$ cat src/rtl/state_dump_controller_pkg.sv
// Shared definitions for the halt detector and architectural-state dump walker.
// Holds the stream item kind encodings, the walker state enum and the index width helper.
// Ports: none (package).
package state_dump_controller_pkg;

  // dump_kind encodings carried on the output stream
  localparam logic [1:0] DK_MEM = 2'd0;
  localparam logic [1:0] DK_REG = 2'd1;
  localparam logic [1:0] DK_END = 2'd2;

  typedef enum logic [2:0] {
    ST_RUN  = 3'd0,
    ST_MEM  = 3'd1,
    ST_REG  = 3'd2,
    ST_END  = 3'd3,
    ST_DONE = 3'd4
  } state_e;

  // Index width wide enough for both the memory and the register walk.
  function automatic int unsigned idx_width(input int unsigned mem_depth,
                                            input int unsigned reg_count);
    int unsigned a;
    int unsigned b;
    a = $clog2(mem_depth);
    b = $clog2(reg_count);
    return (a > b) ? a : b;
  endfunction

endpackage

$ cat src/rtl/state_dump_controller_halt_detector.sv
// Halt detector: counts consecutive valid fetches of HALT_WORD and merges the external halt request.
// Latency: combinational halt pulse in the cycle the deciding fetch/request is presented.
// Backpressure: none; counting is frozen to zero whenever en_i is low.
// Ports: clk_i/rst_ni clock and async active-low reset; en_i enables detection (CPU running);
//        instr_rd_i/instr_valid_i fetch bus; halt_req_i external halt; halt_o one-cycle halt pulse.
module state_dump_controller_halt_detector
  import state_dump_controller_pkg::*;
#(
  parameter int unsigned       DATA_W       = 32,
  parameter logic [DATA_W-1:0] HALT_WORD    = '0,
  parameter int unsigned       HALT_CONFIRM = 1
) (
  input  logic              clk_i,
  input  logic              rst_ni,
  input  logic              en_i,
  input  logic [DATA_W-1:0] instr_rd_i,
  input  logic              instr_valid_i,
  input  logic              halt_req_i,
  output logic              halt_o
);

  localparam int unsigned CNT_W = $clog2(HALT_CONFIRM + 1);
  localparam logic [CNT_W-1:0] CNT_LAST = CNT_W'(HALT_CONFIRM - 1);

  logic [CNT_W-1:0] cnt_q;
  logic [CNT_W-1:0] cnt_d;
  logic             hit;

  assign hit = instr_valid_i && (instr_rd_i == HALT_WORD);

  // Fires on the fetch that brings the run of halt words up to HALT_CONFIRM,
  // so the counter itself never needs to hold HALT_CONFIRM.
  assign halt_o = en_i && (halt_req_i || (hit && (cnt_q == CNT_LAST)));

  always_comb begin
    cnt_d = cnt_q;
    if (!en_i || halt_o) begin
      cnt_d = '0;
    end else if (instr_valid_i) begin
      // any other valid word breaks the run; invalid cycles leave it alone
      cnt_d = hit ? (cnt_q + CNT_W'(1)) : '0;
    end
  end

  always_ff @(posedge clk_i or negedge rst_ni) begin
    if (!rst_ni) begin
      cnt_q <= '0;
    end else begin
      cnt_q <= cnt_d;
    end
  end

endmodule

$ cat src/rtl/state_dump_controller.sv
// Halt detection and architectural-state streamer: after halt, stalls the CPU and streams memory, registers, then a cycle-count end marker.
// Latency: cpu_stall rises the edge halt is sampled; first item valid one edge later; one item per cycle when unthrottled.
// Backpressure: valid/ready; while dump_valid && !dump_ready the item and the walk addresses hold.
// Ports: clk/rst_n; instr_rd/instr_valid fetch bus; halt_req external halt; cpu_stall CPU freeze;
//        mem_a/mem_rd and reg_a/reg_rd combinational read ports; dump_* output stream; done sticky completion.
module state_dump_controller
  import state_dump_controller_pkg::*;
#(
  parameter int unsigned       DATA_W       = 32,
  parameter int unsigned       MEM_DEPTH    = 64,
  parameter int unsigned       REG_COUNT    = 32,
  parameter logic [DATA_W-1:0] HALT_WORD    = '0,
  parameter int unsigned       HALT_CONFIRM = 1,
  parameter int unsigned       CYC_W        = 32,
  localparam int unsigned      IDX_W        = idx_width(MEM_DEPTH, REG_COUNT)
) (
  input  logic              clk,
  input  logic              rst_n,
  input  logic [DATA_W-1:0] instr_rd,
  input  logic              instr_valid,
  input  logic              halt_req,
  output logic              cpu_stall,
  output logic [IDX_W-1:0]  mem_a,
  input  logic [DATA_W-1:0] mem_rd,
  output logic [IDX_W-1:0]  reg_a,
  input  logic [DATA_W-1:0] reg_rd,
  output logic              dump_valid,
  input  logic              dump_ready,
  output logic [1:0]        dump_kind,
  output logic [IDX_W-1:0]  dump_index,
  output logic [DATA_W-1:0] dump_data,
  output logic              done
);

  localparam logic [IDX_W-1:0] MEM_LAST = IDX_W'(MEM_DEPTH - 1);
  localparam logic [IDX_W-1:0] REG_LAST = IDX_W'(REG_COUNT - 1);
  localparam logic [CYC_W-1:0] CYC_MAX  = '1;

  state_e            state_q;
  logic [IDX_W-1:0]  idx_q;
  logic [CYC_W-1:0]  cyc_q;
  logic              valid_q;
  logic [1:0]        kind_q;
  logic [IDX_W-1:0]  index_q;
  logic [DATA_W-1:0] data_q;
  logic              done_q;

  logic              run_st;
  logic              halt;
  logic              load_d;

  assign run_st = (state_q == ST_RUN);

  state_dump_controller_halt_detector #(
    .DATA_W       (DATA_W),
    .HALT_WORD    (HALT_WORD),
    .HALT_CONFIRM (HALT_CONFIRM)
  ) u_halt_detector (
    .clk_i         (clk),
    .rst_ni        (rst_n),
    .en_i          (run_st),
    .instr_rd_i    (instr_rd),
    .instr_valid_i (instr_valid),
    .halt_req_i    (halt_req),
    .halt_o        (halt)
  );

  // Output register takes a new item when empty or when the current one is leaving.
  assign load_d = !valid_q || dump_ready;

  always_ff @(posedge clk or negedge rst_n) begin
    if (!rst_n) begin
      state_q <= ST_RUN;
      idx_q   <= '0;
      cyc_q   <= '0;
      valid_q <= 1'b0;
      kind_q  <= DK_MEM;
      index_q <= '0;
      data_q  <= '0;
      done_q  <= 1'b0;
    end else begin
      case (state_q)
        ST_RUN: begin
          // the halt cycle itself is counted, then the count freezes
          if (cyc_q != CYC_MAX) cyc_q <= cyc_q + CYC_W'(1);
          if (halt) begin
            state_q <= ST_MEM;
            idx_q   <= '0;
          end
        end
        ST_MEM: begin
          if (load_d) begin
            valid_q <= 1'b1;
            kind_q  <= DK_MEM;
            index_q <= idx_q;
            data_q  <= mem_rd;
            if (idx_q == MEM_LAST) begin
              idx_q   <= '0;
              state_q <= ST_REG;
            end else begin
              idx_q <= idx_q + IDX_W'(1);
            end
          end
        end
        ST_REG: begin
          if (load_d) begin
            valid_q <= 1'b1;
            kind_q  <= DK_REG;
            index_q <= idx_q;
            data_q  <= reg_rd;
            if (idx_q == REG_LAST) begin
              idx_q   <= '0;
              state_q <= ST_END;
            end else begin
              idx_q <= idx_q + IDX_W'(1);
            end
          end
        end
        ST_END: begin
          if (load_d) begin
            valid_q <= 1'b1;
            kind_q  <= DK_END;
            index_q <= '0;
            data_q  <= DATA_W'(cyc_q);
            state_q <= ST_DONE;
          end
        end
        ST_DONE: begin
          // end marker is the last item; done follows its handshake
          if (valid_q && dump_ready) begin
            valid_q <= 1'b0;
            done_q  <= 1'b1;
          end
        end
        default: state_q <= ST_RUN;
      endcase
    end
  end

  assign cpu_stall  = !run_st;
  assign mem_a      = (state_q == ST_MEM) ? idx_q : '0;
  assign reg_a      = (state_q == ST_REG) ? idx_q : '0;
  assign dump_valid = valid_q;
  assign dump_kind  = kind_q;
  assign dump_index = index_q;
  assign dump_data  = data_q;
  assign done       = done_q;

endmodule

$ cat config.mk
export PLATFORM = sky130hd
export DESIGN_NAME = state_dump_controller
export DESIGN_NICKNAME = d
export VERILOG_FILES = /design/src/rtl/state_dump_controller_pkg.sv /design/src/rtl/state_dump_controller_halt_detector.sv /design/src/rtl/state_dump_controller.sv
export SDC_FILE = /design/constraint.sdc
export NUM_CORES = 1
export LEC_CHECK = 0
export ABC_AREA = 1
export CORE_MARGIN = 3
export CORE_UTILIZATION = 30
export DETAILED_ROUTE_END_ITERATION = 6
export DONT_BUFFER_PORTS = 1
export GPL_ROUTABILITY_DRIVEN = 0
export PLACE_DENSITY_LB_ADDON = 0.2
export RECOVER_POWER = 50
export REMOVE_ABC_BUFFERS = 1
export SETUP_SLACK_MARGIN = 0.2
export SLEW_MARGIN = 20
export SYNTH_ARGS = -nofsm -noshare
export SYNTH_HDL_FRONTEND = slang
export SYNTH_SLANG_ARGS = --single-unit
$ cat constraint.sdc
create_clock -name clk -period 1.7 [get_ports clk]
set_input_delay 0.255 -clock clk [delete_from_list [all_inputs] [get_ports clk]]
set_output_delay 0.255 -clock clk [all_outputs]
set_load 0.01 [all_outputs]
Word-level counts from Yosys, hierarchy flattened
Index checks and enable logic that the tools add are counted.
- register bits after elaboration: 84
- input bits: 101
- output and inout bits: 55
- word-level logic and storage cells: 87
- add/subtract/negate cells: 3
- eq/ne operators: 16
- multiplexer cells: 32
- bitwise gates (word level): 2
- reductions and logical operators: 25
- operators by type and width (kind ; number):
    two-way mux 32 bit ; 3
    case mux 32 bit (3 select lines) ; 1
    two-way mux 6 bit ; 9
    adder 32 x 1 -> 32 bit (second input constant) ; 1
    zero test 32 bit ; 1
    != test 32 bit (second input constant) ; 1
    two-way mux 3 bit ; 6
    case mux 6 bit (3 select lines) ; 1
    case mux 3 bit (5 select lines) ; 1
    != test 2 bit (second input constant) ; 7
    case mux 6 bit (2 select lines) ; 1
    AND reduction 4 bit ; 2
    AND reduction 7 bit ; 1
    adder 6 x 1 -> 6 bit (second input constant) ; 1
    equality test 3 x 2 -> 1 bit (second input constant) ; 2
    equality test 6 x 5 -> 1 bit (second input constant) ; 1
    equality test 6 bit (second input constant) ; 1
    two-way mux 2 bit ; 3
    case mux 2 bit (3 select lines) ; 1
    AND reduction 3 bit ; 2
    nonzero test 2 bit ; 3
    nonzero test 3 bit ; 2
    two-way mux 1 bit ; 5
    logical AND 1 bit ; 4
    other kinds (12) ; 18

Depth between registers and ports, before layout
Gate-level depths: netlist of the first run.
- depth after elaboration: 7
- depth in mapped cells: 12
- gate-level depth less buffers: 11

Modules after synthesis
A second synthesis of the first run with hierarchy kept.
- cells, all modules: 748
- area, all modules: 5042.3 um2
- modules (own cells, without submodules) (module ; times used ; cells each ; area each (um2)):
    state_dump_controller ; 1 ; 707 ; 4857.2
    state_dump_controller_halt_detector ; 1 ; 41 ; 185.2

Worst setup path before layout of the first run
Ideal clock, no wire load.
- path kind: register to register
- from: register cyc_q[0]
- to: register cyc_q[13]
- setup time: 0.117 ns
- arrival: 1.570 ns
- data required time: 1.583 ns
- slack: 0.013 ns
- stages on the path, launching flop included: 13
- period minus slack after synthesis: 1.687 ns
- path through: dfrtp_1 > ha_1 > nand3_1 > inv_1 > nand2_2 > nor2_4 > nand2_2 > nand2_4 > inv_2 > buf_6 > buf_6 > nand3_1 > nand2_1
- longest elaborated chain between the ends: 2
- RTL lines (element ; line ; text):
    start, declared ; state_dump_controller.sv:41 ; logic [CYC_W-1:0] cyc_q;
    start signal, assigned ; state_dump_controller.sv:85 ; if (cyc_q != CYC_MAX) cyc_q <= cyc_q + CYC_W'(1);
    branches (longest 2 deep; another with adder 32 x 1 -> 32 bit) ; n/a ;
Parallel ways; which one is timed is not known.
A chain may end at the register's enable or synchronous reset.

Worst setup path after layout of the first run
- from: register cyc_q[18]
- to: register cyc_q[23]
The elaborated chain is that of the path after synthesis.

==> flow_metrics.tcl, run 1 <==
set metrics [dict create \
    status "complete, but fails checks" \
    violations "hold timing" \
    relSlewSlack_pct 80.5 \
    cp-end-kind "flip-flop" \
    fin_crit_ns 1.63 \
    die-area_mm2 0.0185 \
    r2r_setup_slack_ns 0.07 \
    routed_wl_mm 18.4 \
    post-route-period-util_pct 95.8 \
    holdWs_ns -0.397 \
    r2r-end "cyc_q[23]$_DFFE_PN0P_" \
    first_pass_iters 5 \
    clockRootBuffer "clkbuf_16" \
    grt_overflow 0 \
    fin_cells 993 \
    syn-cell-area_mm2 0.00507 \
    synthDistinctLibCells 34 \
    grt_pass1_vias 5031 \
    initial_core_util_pct 31.3 \
    pin_count 156 \
    ys_seq_area_share_pct 41.4 \
    die_y_um 136 \
    coreArea_mm2 0.0162 \
    worstSetupStartpointType "flip-flop" \
    cts_hold_buf 1 \
    critPathMaxFanout 10 \
    intPower_mw 3.32 \
    hp-class "input pin to async pin" \
    p_clk_share_pct 48.1 \
    combPwrFrac_pct 2.2 \
    finalSetupViolCount 0 \
    dp_cells 935 \
    antenna_found_initial 0 \
    drv_cap 0 \
    fin_skew_ns 0.00743 \
    fillers 1597 \
    grt.total_usage_pct 18.4 \
    die_w_um 136 \
    clock_sinks 84 \
    num-nets-final 876 \
    routedWlPerCell_um 18.5 \
    pwr_density_cell_mw_per_mm2 589 \
    criticalPathCategory "flip-flop to flip-flop" \
    cts_buffers 9 \
    clockBufferDepth 2 \
    r2r_cells 10 \
    swShare_pct 21.9 \
    ant_nets 0 \
    irDropWorstVdd_mv 0.483 \
    timing.rr.start "cyc_q[18]$_DFFE_PN0P_" \
    cts_tree "yes" \
    port_buffers 0 \
    insertion_delay_ns 0.35 \
    slew_violations 0 \
    hold_viol 84 \
    synth-warning-count 0 \
    antenna-diode-count 0 \
    cts.clk_slew.worst_paths_ns 0.07 \
    vias_per_cell 5.17 \
    required_ns 1.93 \
    fin_area_mm2 0.00722 \
    place_area_mm2 0.00568 \
    syn_inst 688 \
    synthToLayoutAreaGrowth_pct 42.4 \
    p_sw_uw 933 \
    seq_power_share_pct 49.7 \
    critPathArrivalTime_ns 1.86 \
    grt_max_degree 85 \
    p_leak_nw 2.84 \
    hpwl_mm 12.0 \
    tns_ns 0 \
    synth_area_per_cell_um2 7.37 \
    rsz0062_at_grt "yes" \
    htreeDepth 3 \
    vias 5136 \
    drc_errors 0 \
    max_freq_mhz 614 \
    worst_slew_pin_slew_ns 0.293 \
    drive_gt1_share_pct 33.5 \
    ys_ff_latch 84 \
    rows 46 \
    grt_first_pass_wirelength_mm 26.6 \
    drt_iter0_drc 240 \
]
## synth_stat cells
library cell	count	share of area, %
buf_4	2	0.30
o21ai_1	12	1.2
clkbuf_1	8	0.59
xnor2_1	1	0.17
nor2_2	1	0.12
or2_2	1	0.12
o21a_1	24	3.6
ha_1	2	0.49
nand3_1	34	3.4
buf_2	15	1.5
inv_2	9	0.67
buf_6	4	0.89
o21ai_2	6	1.0
nor3_2	5	0.99
xor2_1	8	1.4
o21ai_0	55	5.4
nor2_1	85	6.3
inv_1	64	4.7
a21oi_1	2	0.20
nand2_2	2	0.25
nand2_1	192	14
o2111ai_1	24	4.1
nand4_1	12	1.5
o22ai_1	5	0.62
dfrtp_1	84	41
nand3_2	9	1.8
a31oi_1	1	0.12
o22a_1	3	0.52
nor2_4	3	0.67
mux2_2	1	0.22
nor3_1	10	0.99
clkbuf_2	1	0.099
o21bai_1	2	0.30
nand2_4	1	0.22
## placed cells by master, fill, tap and decap left out, drive strengths merged
cell         instances
nor2                89
clkinv               1
a21oi                2
nor3                15
nand3               43
dfrtp               84
dlygate4sd3          1
o21a                24
mux2                 1
o21bai               2
a31oi                1
clkbuf              20
nand2              195
o21ai               73
bufinv               1
or2                  1
o22ai                5
nand4               12
buf                 95
o2111ai             24
inv                 73
clkinvlp             1
ha                   2
xnor2                1
o22a                 3
xor2                 8
## how the worst max path moves through the flow
| stage | from | endpoint | slack, ns | cells past startpoint |
|---|---|---|---|---|
| floorplan | state_q[2]$_DFFE_PN0P_ | dump_data[1]$_DFFE_PN0P_ | -1.86 | 3 |
| global placement | cyc_q[7]$_DFFE_PN0P_ | cyc_q[26]$_DFFE_PN0P_ | 0.001 | 10 |
| detailed placement | cyc_q[0]$_DFFE_PN0P_ | cyc_q[26]$_DFFE_PN0P_ | -0.04 | 11 |
| CTS | state_q[2]$_DFFE_PN0P_ | mem_a[1] | 0.1 | 5 |
| global route | cyc_q[18]$_DFFE_PN0P_ | cyc_q[17]$_DFFE_PN0P_ | -0.03 | 10 |
| finish | cyc_q[18]$_DFFE_PN0P_ | cyc_q[23]$_DFFE_PN0P_ | 0.07 | 10 |
## layout make-up
cell class,instances,area (um2),share of cell area (%)
timing repair buffer,104,1110,15.4
inverter,73,297,4.10
sequential,84,2110,29.1
clock buffer,12,256,3.55
multi-input combinational,501,3140,43.4
tap,216,270,3.74
clock inverter,3,46.3,0.641
## per-stage QoR
stage	total power, mW	hold slack [ns]	setup slack [ns]	util, %
floorplan	2.21	-0.0406	-1.86	-
global placement	2.23	-0.0376	0.00132	35.0
detailed placement	2.23	-0.0376	-0.0431	35.0
CTS	4.31	-0.415	0.0954	40.0
global route	4.41	-0.412	-0.0295	44.5
finish	4.25	-0.397	0.0713	44.5
## cells by family (layout without fill, tap and decap cells)
logic type | after synthesis | in the layout | synth area share [%]
XOR/XNOR | 9 | 9 | 1.55
flip-flops | 84 | 84 | 41.4
AND/OR/NAND/NOR | 355 | 355 | 30.5
AO/OA/AOI/OAI | 134 | 134 | 17.1
buffers and inverters | 103 | 192 | 8.75
multiplexers | 1 | 1 | 0.222
adder cells (fa/ha/maj) | 2 | 2 | 0.493
## flip-flops by register name, summed over array words and instances (netlist names)
| register | flops |
|---|---|
| idx_q | 6 |
| state_q | 3 |
| u_halt_detector.cnt_q | 1 |
| dump_index | 6 |
| cyc_q | 32 |
| done | 1 |
| dump_valid | 1 |
| dump_kind | 2 |
| dump_data | 32 |
## critical path, cell delays in order (launching register included)
cell and delay, ns:
dfrtp_1 0.41, nand2_1 0.15, nor3_4 0.15, nand2_1 0.10
nor2_2 0.13, nand2_2 0.09, nand2_4 0.12, inv_8 0.07
clkbuf_16 0.17, nand2_1 0.07, o21ai_2 0.05
## power groups by stage
stage          clock (mW)  combinational, mW  sequential, mW
2_1_floorplan           0             0.0723            2.14
3_3_place_gp            0             0.0782            2.15
3_5_place_dp            0             0.0818            2.15
4_1_cts              2.12             0.0844            2.11
5_1_grt              2.18              0.111            2.12
6_report             2.04             0.0946            2.11
## timing repair
| item | in CTS | in global routing |
|---|---|---|
| endpoints found under the setup margin | 88 | 94 |
| hold endpoints to repair | 85 | 84 |
| pin swaps | 14 | 22 |
| cloned | 4 | 8 |
| setup buffers | 16 | 14 |
| gates resized for setup | 96 | 114 |
## metal layers
layer | track usage [%] | up-vias | wire, um
li1 | - | 2449 | -
met1 | 24.1 | 2519 | 7990
met2 | 29.4 | 144 | 9030
met3 | 4.26 | 24 | 992
met4 | 7.39 | 0 | 371
met5 | 0 | - | 0
No activity file was read; power rests on OpenSTA's default activity.
==> run 2, diff against run 1 <==
--- a/config.mk
+++ b/config.mk
@@ -6,8 +6,9 @@
 export NUM_CORES = 1
 export LEC_CHECK = 0
 export ABC_AREA = 1
+export CORE_ASPECT_RATIO = 0.9
 export CORE_MARGIN = 3
-export CORE_UTILIZATION = 30
+export CORE_UTILIZATION = 40
 export DETAILED_ROUTE_END_ITERATION = 6
 export DONT_BUFFER_PORTS = 1
 export GPL_ROUTABILITY_DRIVEN = 0
==> flow_metrics.tcl, run 2 (synthesized netlist as in run 1, its figures left out) <==
set metrics [dict create \
    status "complete, but fails checks" \
    violations "hold timing, setup timing" \
    post-route-period-util_pct 101 \
    synthToLayoutAreaGrowth_pct 39.4 \
    hold_viol 84 \
    grt_max_degree 85 \
    num-nets-final 877 \
    grt_first_pass_wirelength_mm 26.1 \
    p_sw_uw 982 \
    critPathMaxFanout 8 \
    cts_tree "yes" \
    pwr_density_cell_mw_per_mm2 604 \
    die_w_um 125 \
    clockBufferDepth 2 \
    routed_wl_mm 17.2 \
    antenna_found_initial 0 \
    fin_skew_ns 0.00786 \
    critPathArrivalTime_ns 1.97 \
    coreArea_mm2 0.0122 \
    cts.clk_slew.worst_paths_ns 0.07 \
    cts_hold_buf 1 \
    ant_nets 0 \
    fillers 1090 \
    hpwl_mm 11.1 \
    irDropWorstVdd_mv 0.401 \
    top_layer_used "met4" \
    cp-end-kind "flip-flop" \
    finalWorstSetupSlack_ns -0.0207 \
    port_buffers 0 \
    vias_per_cell 5.59 \
    p_leak_nw 2.93 \
    max_freq_mhz 581 \
    swShare_pct 23.0 \
    cts_buffers 9 \
    rows 38 \
    first_pass_iters 5 \
    drive_gt1_share_pct 32.2 \
    insertion_delay_ns 0.35 \
    final_common_cell "nand2_1" \
    met3_length_mm 1.64 \
    fin_crit_ns 1.72 \
    timing.rr.start "state_q[2]$_DFFE_PN0P_" \
    seq_power_share_pct 49.4 \
    die_y_um 113 \
    r2r_setup_slack_ns -0.02 \
    required_ns 1.95 \
    drt_iter0_drc 408 \
    m1WireLength_mm 7.13 \
    drc_errors 0 \
    grt_overflow 0 \
    r2r_cells 8 \
    routedWlPerCell_um 18.3 \
    power_mw 4.27 \
    rsz0062_at_grt "yes" \
    p_clk_share_pct 48.4 \
    combPwrFrac_pct 2.2 \
    die-area_mm2 0.0141 \
    slew_violations 0 \
    final_cell_mix "172 x nand2_1, 79 x dfrtp_1, 72 x buf_4" \
    r2r-end "dump_data[10]$_DFFE_PN0P_" \
    relSlewSlack_pct 73.7 \
    dp_cells 871 \
    worst_slew_pin_slew_ns 0.393 \
    wl_met2_mm 8.05 \
    regArea_mm2 0.00211 \
    drv_cap 0 \
    clockRootBuffer "clkbuf_16" \
    fin_cells 939 \
    multiInputGateArea_mm2 0.00299 \
    criticalPathCategory "flip-flop to flip-flop" \
    vias 5246 \
    initial_core_util_pct 41.5 \
    intPower_mw 3.29 \
    clock_sinks 84 \
    holdWs_ns -0.405 \
    pin_count 156 \
    hp-class "input pin to async pin" \
    worstSetupStartpointType "flip-flop" \
    antenna-diode-count 0 \
    finalSetupViolCount 10 \
    grt_pass1_vias 5113 \
    htreeDepth 3 \
    grt.total_usage_pct 23.1 \
]
==> run 2: cell types whose count changed in the layout (fill, tap and decap cells not counted), moves of 3 or more <==
cell / previous run / this run
o2111ai_1: 1 / 13
nand3_1: 25 / 28
o2111ai_2: 21 / 10
nand2_1: 180 / 172
o21ai_1: 27 / 20
nor2_2: 9 / 12
nand2_4: 4 / 10
nor2_4: 24 / 19
inv_1: 55 / 58
nand2_2: 10 / 13
o21ai_0: 30 / 38
buf_6: 14 / 8
buf_8: 0 / 5
==> run 2: worst max path at each step <==
stage,startpoint,endpoint,depth (start not counted)
floorplan,state_q[2]$_DFFE_PN0P_,dump_data[1]$_DFFE_PN0P_,3
global placement,state_q[2]$_DFFE_PN0P_,dump_data[0]$_DFFE_PN0P_,7
detailed placement,state_q[2]$_DFFE_PN0P_,dump_data[1]$_DFFE_PN0P_,7
CTS,state_q[2]$_DFFE_PN0P_,mem_a[2],5
global route,state_q[2]$_DFFE_PN0P_,dump_data[10]$_DFFE_PN0P_,8
finish,state_q[2]$_DFFE_PN0P_,dump_data[10]$_DFFE_PN0P_,8
==> run 2: layout make-up <==
class                      count  area share [%]
multi-input combinational    501            42.3
sequential                    84            29.8
timing repair buffer         105            16.5
inverter                      73            4.12
clock buffer                  10            3.38
tap                          160            2.83
clock inverter                 6           0.991
==> run 2: power by group through the flow <==
| stage | combinational [mW] | sequential, mW | clock, mW |
|---|---|---|---|
| after floorplan | 0.0723 | 2.14 | 0 |
| after global placement | 0.0771 | 2.15 | 0 |
| after detailed placement | 0.0833 | 2.15 | 0 |
| after CTS | 0.0849 | 2.11 | 2.11 |
| after global routing | 0.109 | 2.12 | 2.19 |
| final | 0.0932 | 2.11 | 2.07 |
==> run 2: worst max-delay path, cell delays in order, from the launching register on <==
cell and delay, ns:
dfrtp_2 0.44, buf_12 0.14, buf_8 0.13, nor3_4 0.23, buf_6 0.17, buf_4 0.12
clkbuf_16 0.14, o2111ai_2 0.11, o21a_1 0.12
==> run 2: timing repair <==
action,4_1_cts,5_1_grt
endpoints found under the setup margin,89,94
setup buffers,20,19
pin swaps,13,16
gates resized for setup,92,79
endpoints found under the hold margin,85,84
gates cloned,5,7
==> run 2: metal layers <==
layer | vias to the layer above | GRT usage, %
met1 | 2539 | 30.2
met2 | 224 | 36.2
met4 | 0 | 8.62
met5 | - | 0
met3 | 33 | 7.03
li1 | 2450 | -
==> run 2: through the flow <==
step,cell area (um2),setup slack [ns],utilization (%),setup TNS (ns)
after global placement,5570,-0.00707,45.6,-0.0139
final,7070,-0.0207,57.9,-0.0626
after detailed placement,5570,-0.0379,45.6,-0.423
after floorplan,4900,-1.86,-,-80.82
after CTS,6460,0.0422,52.9,0
after global routing,7070,-0.0941,57.9,-1.50
